**src/rtl/background_blitter.sv**
```systemverilog
// Copies a WIDTH x HEIGHT frame from a synchronous frame ROM to the vga_adapter in raster order.
// The fetch position runs one pixel ahead of the emit position; a one-entry skid buffer keeps them aligned across hold.
module background_blitter #(
  parameter int WIDTH  = 160,
  parameter int HEIGHT = 120
) (
  input  logic        clock,
  input  logic        resetn,
  input  logic        start,
  input  logic        hold,
  output logic [14:0] rom_addr,
  input  logic [2:0]  rom_q,
  output logic [7:0]  x,
  output logic [6:0]  y,
  output logic [2:0]  colour,
  output logic        plot,
  output logic        busy,
  output logic        done
);

  // state  | meaning
  // IDLE   | waiting for start
  // PRIME  | address 0 on the ROM, covering its read latency
  // DRAW   | one pixel emitted per cycle unless hold; one tail cycle after the last pixel
  // FINISH | done pulse, then back to IDLE
  typedef enum logic [1:0] {IDLE, PRIME, DRAW, FINISH} state_t;

  localparam logic [7:0] X_LAST = 8'(WIDTH - 1);
  localparam logic [6:0] Y_LAST = 7'(HEIGHT - 1);

  state_t      r_state;
  state_t      w_state_nxt;
  logic        w_clear;
  logic        w_fetch_adv;
  logic        w_emit;
  logic        w_fetch_last;
  logic        w_emit_last;

  logic [7:0]  r_x_cnt;
  logic [6:0]  r_y_cnt;
  logic [14:0] r_addr;
  logic [7:0]  r_ex;
  logic [6:0]  r_ey;
  logic [2:0]  r_skid;
  logic        r_skid_vld;
  logic        r_tail;
  logic [7:0]  r_x;
  logic [6:0]  r_y;
  logic [2:0]  r_colour;
  logic        r_plot;

  assign w_fetch_last = (r_x_cnt == X_LAST) && (r_y_cnt == Y_LAST);
  assign w_emit_last  = (r_ex == X_LAST) && (r_ey == Y_LAST);

  always_ff @(posedge clock or negedge resetn) begin
    if (!resetn) r_state <= IDLE;
    else         r_state <= w_state_nxt;
  end

  always_comb begin
    w_state_nxt = r_state;
    w_clear     = 1'b0;
    w_fetch_adv = 1'b0;
    w_emit      = 1'b0;
    case (r_state)
      IDLE: begin
        if (start) begin
          w_state_nxt = PRIME;
          w_clear     = 1'b1;
        end
      end
      PRIME: begin
        w_state_nxt = DRAW;
        w_fetch_adv = 1'b1;
      end
      DRAW: begin
        if (r_tail) begin
          w_state_nxt = FINISH;
        end else if (!hold) begin
          w_emit      = 1'b1;
          w_fetch_adv = 1'b1;
        end
      end
      FINISH:  w_state_nxt = IDLE;
      default: w_state_nxt = IDLE;
    endcase
  end

  always_ff @(posedge clock or negedge resetn) begin
    if (!resetn) begin
      r_x_cnt    <= '0;
      r_y_cnt    <= '0;
      r_addr     <= '0;
      r_ex       <= '0;
      r_ey       <= '0;
      r_skid     <= '0;
      r_skid_vld <= 1'b0;
      r_tail     <= 1'b0;
      r_x        <= '0;
      r_y        <= '0;
      r_colour   <= '0;
      r_plot     <= 1'b0;
    end else begin
      r_plot <= w_emit;
      if (w_clear) begin
        r_x_cnt    <= '0;
        r_y_cnt    <= '0;
        r_addr     <= '0;
        r_ex       <= '0;
        r_ey       <= '0;
        r_skid_vld <= 1'b0;
        r_tail     <= 1'b0;
      end else if (w_fetch_adv && !w_fetch_last) begin
        r_addr <= r_addr + 15'd1;
        if (r_x_cnt == X_LAST) begin
          r_x_cnt <= '0;
          r_y_cnt <= r_y_cnt + 7'd1;
        end else begin
          r_x_cnt <= r_x_cnt + 8'd1;
        end
      end
      if (w_emit) begin
        r_x        <= r_ex;
        r_y        <= r_ey;
        r_colour   <= r_skid_vld ? r_skid : rom_q;
        r_skid_vld <= 1'b0;
        if (w_emit_last) begin
          r_tail <= 1'b1;
        end else if (r_ex == X_LAST) begin
          r_ex <= '0;
          r_ey <= r_ey + 7'd1;
        end else begin
          r_ex <= r_ex + 8'd1;
        end
      end else if (r_state == DRAW && !r_tail && !r_skid_vld) begin
        // First held cycle: ROM data still belongs to the pending pixel, keep it before the frozen address overwrites it.
        r_skid     <= rom_q;
        r_skid_vld <= 1'b1;
      end
    end
  end

  assign rom_addr = r_addr;
  assign x        = r_x;
  assign y        = r_y;
  assign colour   = r_colour;
  assign plot     = r_plot;
  assign busy     = (r_state != IDLE);
  assign done     = (r_state == FINISH);

endmodule
```
**config.mk**
```make
export PLATFORM = sky130hd
export DESIGN_NAME = background_blitter
export DESIGN_NICKNAME = d
export VERILOG_FILES = /design/src/rtl/background_blitter.sv
export SDC_FILE = /design/constraint.sdc
export NUM_CORES = 1
export LEC_CHECK = 0
export BUFFER_PORTS_ARGS = -buffer_cell sky130_fd_sc_hd__buf_2
export CORE_MARGIN = 1
export CORE_UTILIZATION = 57
export DETAILED_ROUTE_END_ITERATION = 12
export PLACE_DENSITY = 0.76
export SETUP_SLACK_MARGIN = 0.05
export SYNTH_ARGS = -nofsm -noshare
export SYNTH_HDL_FRONTEND = slang
export SYNTH_SLANG_ARGS = --single-unit
```
**constraint.sdc**
```tcl
create_clock -name clock -period 4.9 [get_ports clock]
set_clock_uncertainty 0.15 [all_clocks]
set_input_delay 0.49 -clock clock [delete_from_list [all_inputs] [get_ports clock]]
set_output_delay 0.49 -clock clock [all_outputs]
set_load 0.02 [all_outputs]
```
==> flow_summary.toml, run 1 <==
[clocking]
cts-root-buf = "clkbuf_8"
htreeDepth = 3
post_cts_resize_count = 0
post-cts-setup-buffer-count = 0
cts_buffer_depth = 2
cts_made_buffers = 9
cts_tree = "yes"
cts.sinks = 71
cts_hold_buf = 0
clk_pin_slew_ps = 70
clock_latency_ps = 360

[sta]
slew_headroom_pct = 37.06
slew_viol_final = 0
layout_min_cycle_time_ps = 3244
tns_ps = 0
post-route-period-util_pct = 66.20
fin_ws_ps = 1656
rsz0062_at_grt = "false"
fmax_ghz = 0.3083
hold_violations = 0
final-setup-viol-count = 0
worst_pin_slew_ps = 944.1

[placed_design]
place_area_um2 = 3836
dp_hpwl_um = 4581
pre_cts_slack_ps = 1673
io_buffer_count = 42
gp_congestion = 0.7848

[finish]
num-nets-final = 433
n_antenna_cell = 0
final_layout_size_suffix_gt1_share_pct = 22.09
final_area_um2 = 4048
final_util_pct = 67.56
areaGrowthSynthToFinish_pct = 12.99

[grt]
grt_usage_pct = 22.67
grt_start_max_net_pins = 45
antenna_found_initial = 0
grt_pass1_vias = 2547
overflow = 0
grt_pass1_wl_um = 11440

[route]
drc = 0
drtIter0Drc = 130
drtAntennaViolNets = 0
num_vias = 2762
drt-vias-per-instance = 5.569
routed_wl_um = 6775
dr.pass1.iters = 5
wl_per_cell_um = 13.66

[synthesis]
yosysUniqueCellTypes = 52
synth-edff-count = 0
seq_area_frac_synth_pct = 49.60
synth-seq-cells = 71
syn_area_um2 = 3582
yosysWarnings = 0
syn_nets = 392
syn_area_per_cell_um2 = 9.527
synth.area.mux_share_pct = 2.934
async_flop_share_pct = 100.0
synth_xor_area_share_pct = 4.156
netlist_instances = 376
synth_top_family_by_area = "simple AND/OR/NAND/NOR gates"
synth-simple-area-share_pct = 22.74
synth_ff_type = "dfrtp_1"
synth_compound_area_share_pct = 13.97
synthAdderAreaFrac_pct = 3.144

[run_status]
outcome = "finished, final reports clean"

[critical_path]
slowest_delay_ps = 760
arrival_ps = 3340
path_class = "flop to flop"
cp-start-kind = "flop"
worstPathRequired_ps = 4990
critical_path.cell_chain = "inv_1 > ha_1 > nor2b_2 > nand2b_1 > buf_4 > inv_2 > o21ai_2 > a21oi_1 > a21oi_1 > a31o_2"
critPathMostFrequentCell = "a21oi_1"
cp-end-kind = "flop"
cpMaxStageDelayCell = "a21oi_1"
worst-path-max-fanout = 29

[floorplan]
core_um2 = 5991
initial_core_util_pct = 59.80
die_area_um2 = 6606
num_rows = 28
die_w_um = 81.28
dieHeight_um = 81.28
ios = 43

[hold_path]
hp-class = "input port to asynchronous set/reset pin"

[flow_run]
maxCapViolCount = 0

[power_and_ir_drop]
vdd_drop_max_mv = 0.2403
p_leak_nw = 1.921
cellPowerDensity_nw_per_um2 = 428.6
[flip-flops by register name, indices dropped and copies added, names as in the netlist]
| name | cells |
|---|---|
| rom_addr | 15 |
| r_ex | 8 |
| r_x_cnt | 8 |
| x | 8 |
| r_ey | 7 |
| r_y_cnt | 7 |
| y | 7 |
| colour | 3 |
| r_skid | 3 |
| r_state | 2 |
| plot | 1 |
| r_skid_vld | 1 |
| r_tail | 1 |
[cell usage in the layout, fill, tap and decap left out, types with 10 or more instances in the layout]
cell | synthesis | final
nand3_1 | 17 | 17
dfrtp_1 | 71 | 71
o21ai_0 | 18 | 18
a31o_2 | 10 | 10
a21oi_1 | 26 | 26
nand2_1 | 65 | 65
nor2_1 | 46 | 45
inv_1 | 10 | 10
xnor2_1 | 16 | 16
clkbuf_8 | 0 | 10
buf_2 | 3 | 42
[logic make-up after synthesis]
logic type	Yosys count
multiplexers	10
flip-flops	71
buffers and inverters	27
adder cells (fa/ha/maj)	9
AO/OA/AOI/OAI	74
AND/OR/NAND/NOR	168
XOR/XNOR	17
[routing by layer]
metal / global-route usage, % / vias up / wire, um
li1: - / 1382 / -
met1: 28.72 / 1302 / 3181
met2: 36.42 / 65 / 3140
met3: 4.607 / 13 / 286
met4: 11.79 / 0 / 167
met5: 0 / - / 0
[worst max-delay path: cells and delay by family, from the launching register on]
family          cells  cell delay (ps)
compound gates      4             1360
flops               1              420
simple gates        2              290
fa+ha+maj           1              180
buf+inv             3              720
[synthesized netlist by cell type (2+ instances only)]
cell      number  area share, %
and2_1         3           0.52
mux2i_1        6            1.7
o22a_1         2           0.49
a31o_2        10            2.4
or3_1          3           0.52
a31oi_1        3           0.52
a211oi_2       2           0.70
nor4_2         2           0.70
or2_2          3           0.52
a21oi_2        2           0.49
o21ai_0       18            2.5
nor3_1         3           0.42
clkbuf_1       9           0.94
nand4_1        3           0.52
buf_6          2           0.63
mux2_2         4            1.3
a21oi_1       26            3.6
nand2_1       65            6.8
nand2b_1       4           0.70
nor2_1        46            4.8
ha_1           9            3.1
inv_1         10            1.0
xnor2_1       16            3.9
nand3_1       17            2.4
and3_1         4           0.70
dfrtp_1       71             50
buf_2          3           0.42
and4_1         2           0.49
a211oi_1       5            1.0
[worst paths after layout]
kind | startpoint | to | slack, ps | depth (start not counted)
min in group clock | rom_q[2] | r_skid[2] | 240 | 2
worst max-delay path | r_state[0] | r_x_cnt[2] | 1660 | 10
worst max register to register | r_state[0] | r_x_cnt[2] | 1660 | 10
worst min-delay path | resetn | x[6] | 120 | 1
max in group asynchronous | resetn | r_skid[1] | 3590 | 2
worst min register to register | y[4] | y[4] | 320 | 2
[metrics by stage]
stage	instances	hold WS, ps	power (mW)
floorplan	376	44.41	1.108
global route	496	218.5	1.832
detailed placement	481	307.4	1.240
finish	496	116.1	1.735
CTS	496	160.6	1.750
global placement	481	305.4	1.219
[report_power, final]
group / internal (mW) / switching (mW) / leakage (nW)
Sequential: 0.666 / 0.0665 / 0.964
Combinational: 0.169 / 0.324 / 0.849
Clock: 0.296 / 0.214 / 0.109
[area by class of cell]
type / instances / area [um^2]
Multi-Input combinational cell: 278 / 1684
Timing Repair Buffer: 46 / 240.2
Fill cell: 485 / 1943
Tap cell: 75 / 93.84
Inverter: 11 / 41.29
Clock inverter: 4 / 70.07
Clock buffer: 11 / 141.4
Sequential cell: 71 / 1777
No activity file was read; power rests on OpenSTA's default activity.
==> run 2, diff against run 1 <==
Clock period 4.9 ns to 3.1 ns, I/O delays scaled along.
==> run 2 against run 1 <==
The run now ends with negative hold slack left. Non-clock buffer count rose by 4. Worst hold slack worse by 120 ps. Sequential cell count unchanged. First-iteration DRC count grew 4.6%. Routed wire length increased by 0.93%. Via count fell by 0.18%. Cell count up 0.81%. Critical endpoint is now rom_addr[14]. Largest cell class unchanged. Highest routed layer unchanged.
==> flow_summary.toml, run 2 (synthesized netlist as in run 1, its figures left out) <==
[run_status]
outcome = "complete, but fails checks"
failed_checks = "negative hold slack"

[sta]
rsz0062_at_grt = "false"
worst_pin_slew_ps = 998.8
slew_headroom_pct = 33.41
hold_violations = 13
final-setup-viol-count = 0
whs_ps = -6.440
tns_ps = 0
slew_viol_final = 0
layout_min_cycle_time_ps = 2506
fmax_ghz = 0.3990
post-route-period-util_pct = 80.84

[critical_path]
slowest_delay_ps = 410
reg2reg_from = "r_state[0]"
crit_family = "compound AO/OA/AOI/OAI gates"
reg2reg_depth = 9
path_class = "flop to flop"
critPathLaunch = "r_state[0]"
r2r-end = "rom_addr[14]"
cpMaxStageDelayCell = "dfrtp_1"
cp-start-kind = "flop"
cp-end-kind = "flop"
worstPathRequired_ps = 3180
rrSetupSlack_ps = 590
worst-path-max-fanout = 29
critical_path.cell_chain = "inv_1 > ha_1 > nor2b_2 > nand2b_1 > inv_2 > o2111ai_1 > a21oi_2 > a31oi_1 > a41o_1"
crit_buf_inv = 2
arrival_ps = 2590

[clocking]
clock_latency_ps = 340
cts_made_buffers = 9
clk_pin_slew_ps = 70
cts_hold_buf = 0
cts-root-buf = "clkbuf_8"
post-cts-setup-buffer-count = 0
cts_buffer_depth = 2
htreeDepth = 3
post_cts_resize_count = 0
cts.sinks = 71
cts_tree = "yes"

[power_and_ir_drop]
p_seq_share_pct = 43.2
p_total_mw = 2.689
p_leak_nw = 1.931
internal_power_mw = 1.744
cellPowerDensity_nw_per_um2 = 661.7
clkPwrFrac_pct = 27.5
power_frac_comb_pct = 29.3
p_switching_mw = 0.9453
vdd_drop_max_mv = 0.4303
swShare_pct = 35.16

[route]
drtIter0Drc = 136
wl_per_cell_um = 13.68
dr.pass1.iters = 4
num_vias = 2757
drt-vias-per-instance = 5.514
routed_wl_um = 6838
drc = 0
drtAntennaViolNets = 0

[placed_design]
gp_congestion = 0.8001
io_buffer_count = 42
dp_hpwl_um = 4618

[grt]
overflow = 0
grt_start_max_net_pins = 48
grt_pass1_wl_um = 11640
grt_pass1_vias = 2545
grt_usage_pct = 23.28
antenna_found_initial = 0

[floorplan]
core_um2 = 5991
num_rows = 28
initial_core_util_pct = 59.80
dieHeight_um = 81.28
die_w_um = 81.28
ios = 43
die_area_um2 = 6606

[finish]
largest_reg_flops = 15
final_layout_size_suffix_gt1_share_pct = 22.82
mostFrequentLayoutCells = "dfrtp_1, nand2_1, nor2_1, buf_2, a21oi_1"
areaGrowthSynthToFinish_pct = 13.45
n_antenna_cell = 0
layout_commonest_cell = "dfrtp_1"
num-nets-final = 437

[hold_path]
hp-class = "input port to asynchronous set/reset pin"

[flow_run]
maxCapViolCount = 0
[run 2: cell count changes in the layout (fill, tap and decap cells not counted), sizes merged]
cell and delta:
buf +4, bufinv -1, clkbuf +1, clkinv -1, clkinvlp +1
[run 2: through the flow]
step           setup WS (ps)  area (um^2)  std cells  util [%]  hold WS, ps
2_1_floorplan          928.7         3582        376         -       -135.6
3_3_place_gp           723.3         3866        485     64.54        302.9
3_5_place_dp           631.5         3866        485     64.54        307.3
4_1_cts                569.5         4064        500     67.84        17.76
5_1_grt                377.3         4064        500     67.84        52.93
6_report               594.0         4064        500     67.84       -6.440
[run 2: worst max path at each step]
stage | to | slack [ps] | cells past startpoint
global placement | rom_addr[14] | 720 | 9
global route | rom_addr[14] | 380 | 9
finish | rom_addr[14] | 590 | 9
floorplan | rom_addr[14] | 930 | 11
detailed placement | rom_addr[14] | 630 | 9
CTS | rom_addr[14] | 570 | 9
[run 2: cell type report]
| cell class | count | area [um^2] |
|---|---|---|
| repair buffers | 50 | 270.3 |
| multi-input cells | 278 | 1684 |
| clock buffers | 12 | 155.1 |
| fillers | 480 | 1927 |
| flip-flops and latches | 71 | 1777 |
| inverters | 11 | 41.29 |
| clock inverters | 3 | 42.54 |
| well taps | 75 | 93.84 |
[run 2: worst reg2reg max path, cell delays in order (launching register included)]
cell,delay (ps)
dfrtp_1,410
inv_1,100
ha_1,160
nor2b_2,190
nand2b_1,100
inv_2,390
o2111ai_1,230
a21oi_2,320
a31oi_1,130
a41o_1,210
[run 2: layer usage]
metal,vias up,track usage (%),part of all wire [%]
li1,1384,-,-
met1,1294,30.31,46
met2,71,37.92,48
met3,8,5.843,4.4
met4,0,7.321,1.2
met5,-,0,0
[run 2: power by group through the flow]
stage | sequential, mW | combinational, mW | clock, mW
after floorplan | 1.21 | 0.537 | 0
after global placement | 1.17 | 0.781 | 0
after detailed placement | 1.17 | 0.799 | 0
after CTS | 1.16 | 0.803 | 0.758
after global routing | 1.18 | 0.884 | 0.802
final | 1.16 | 0.789 | 0.739
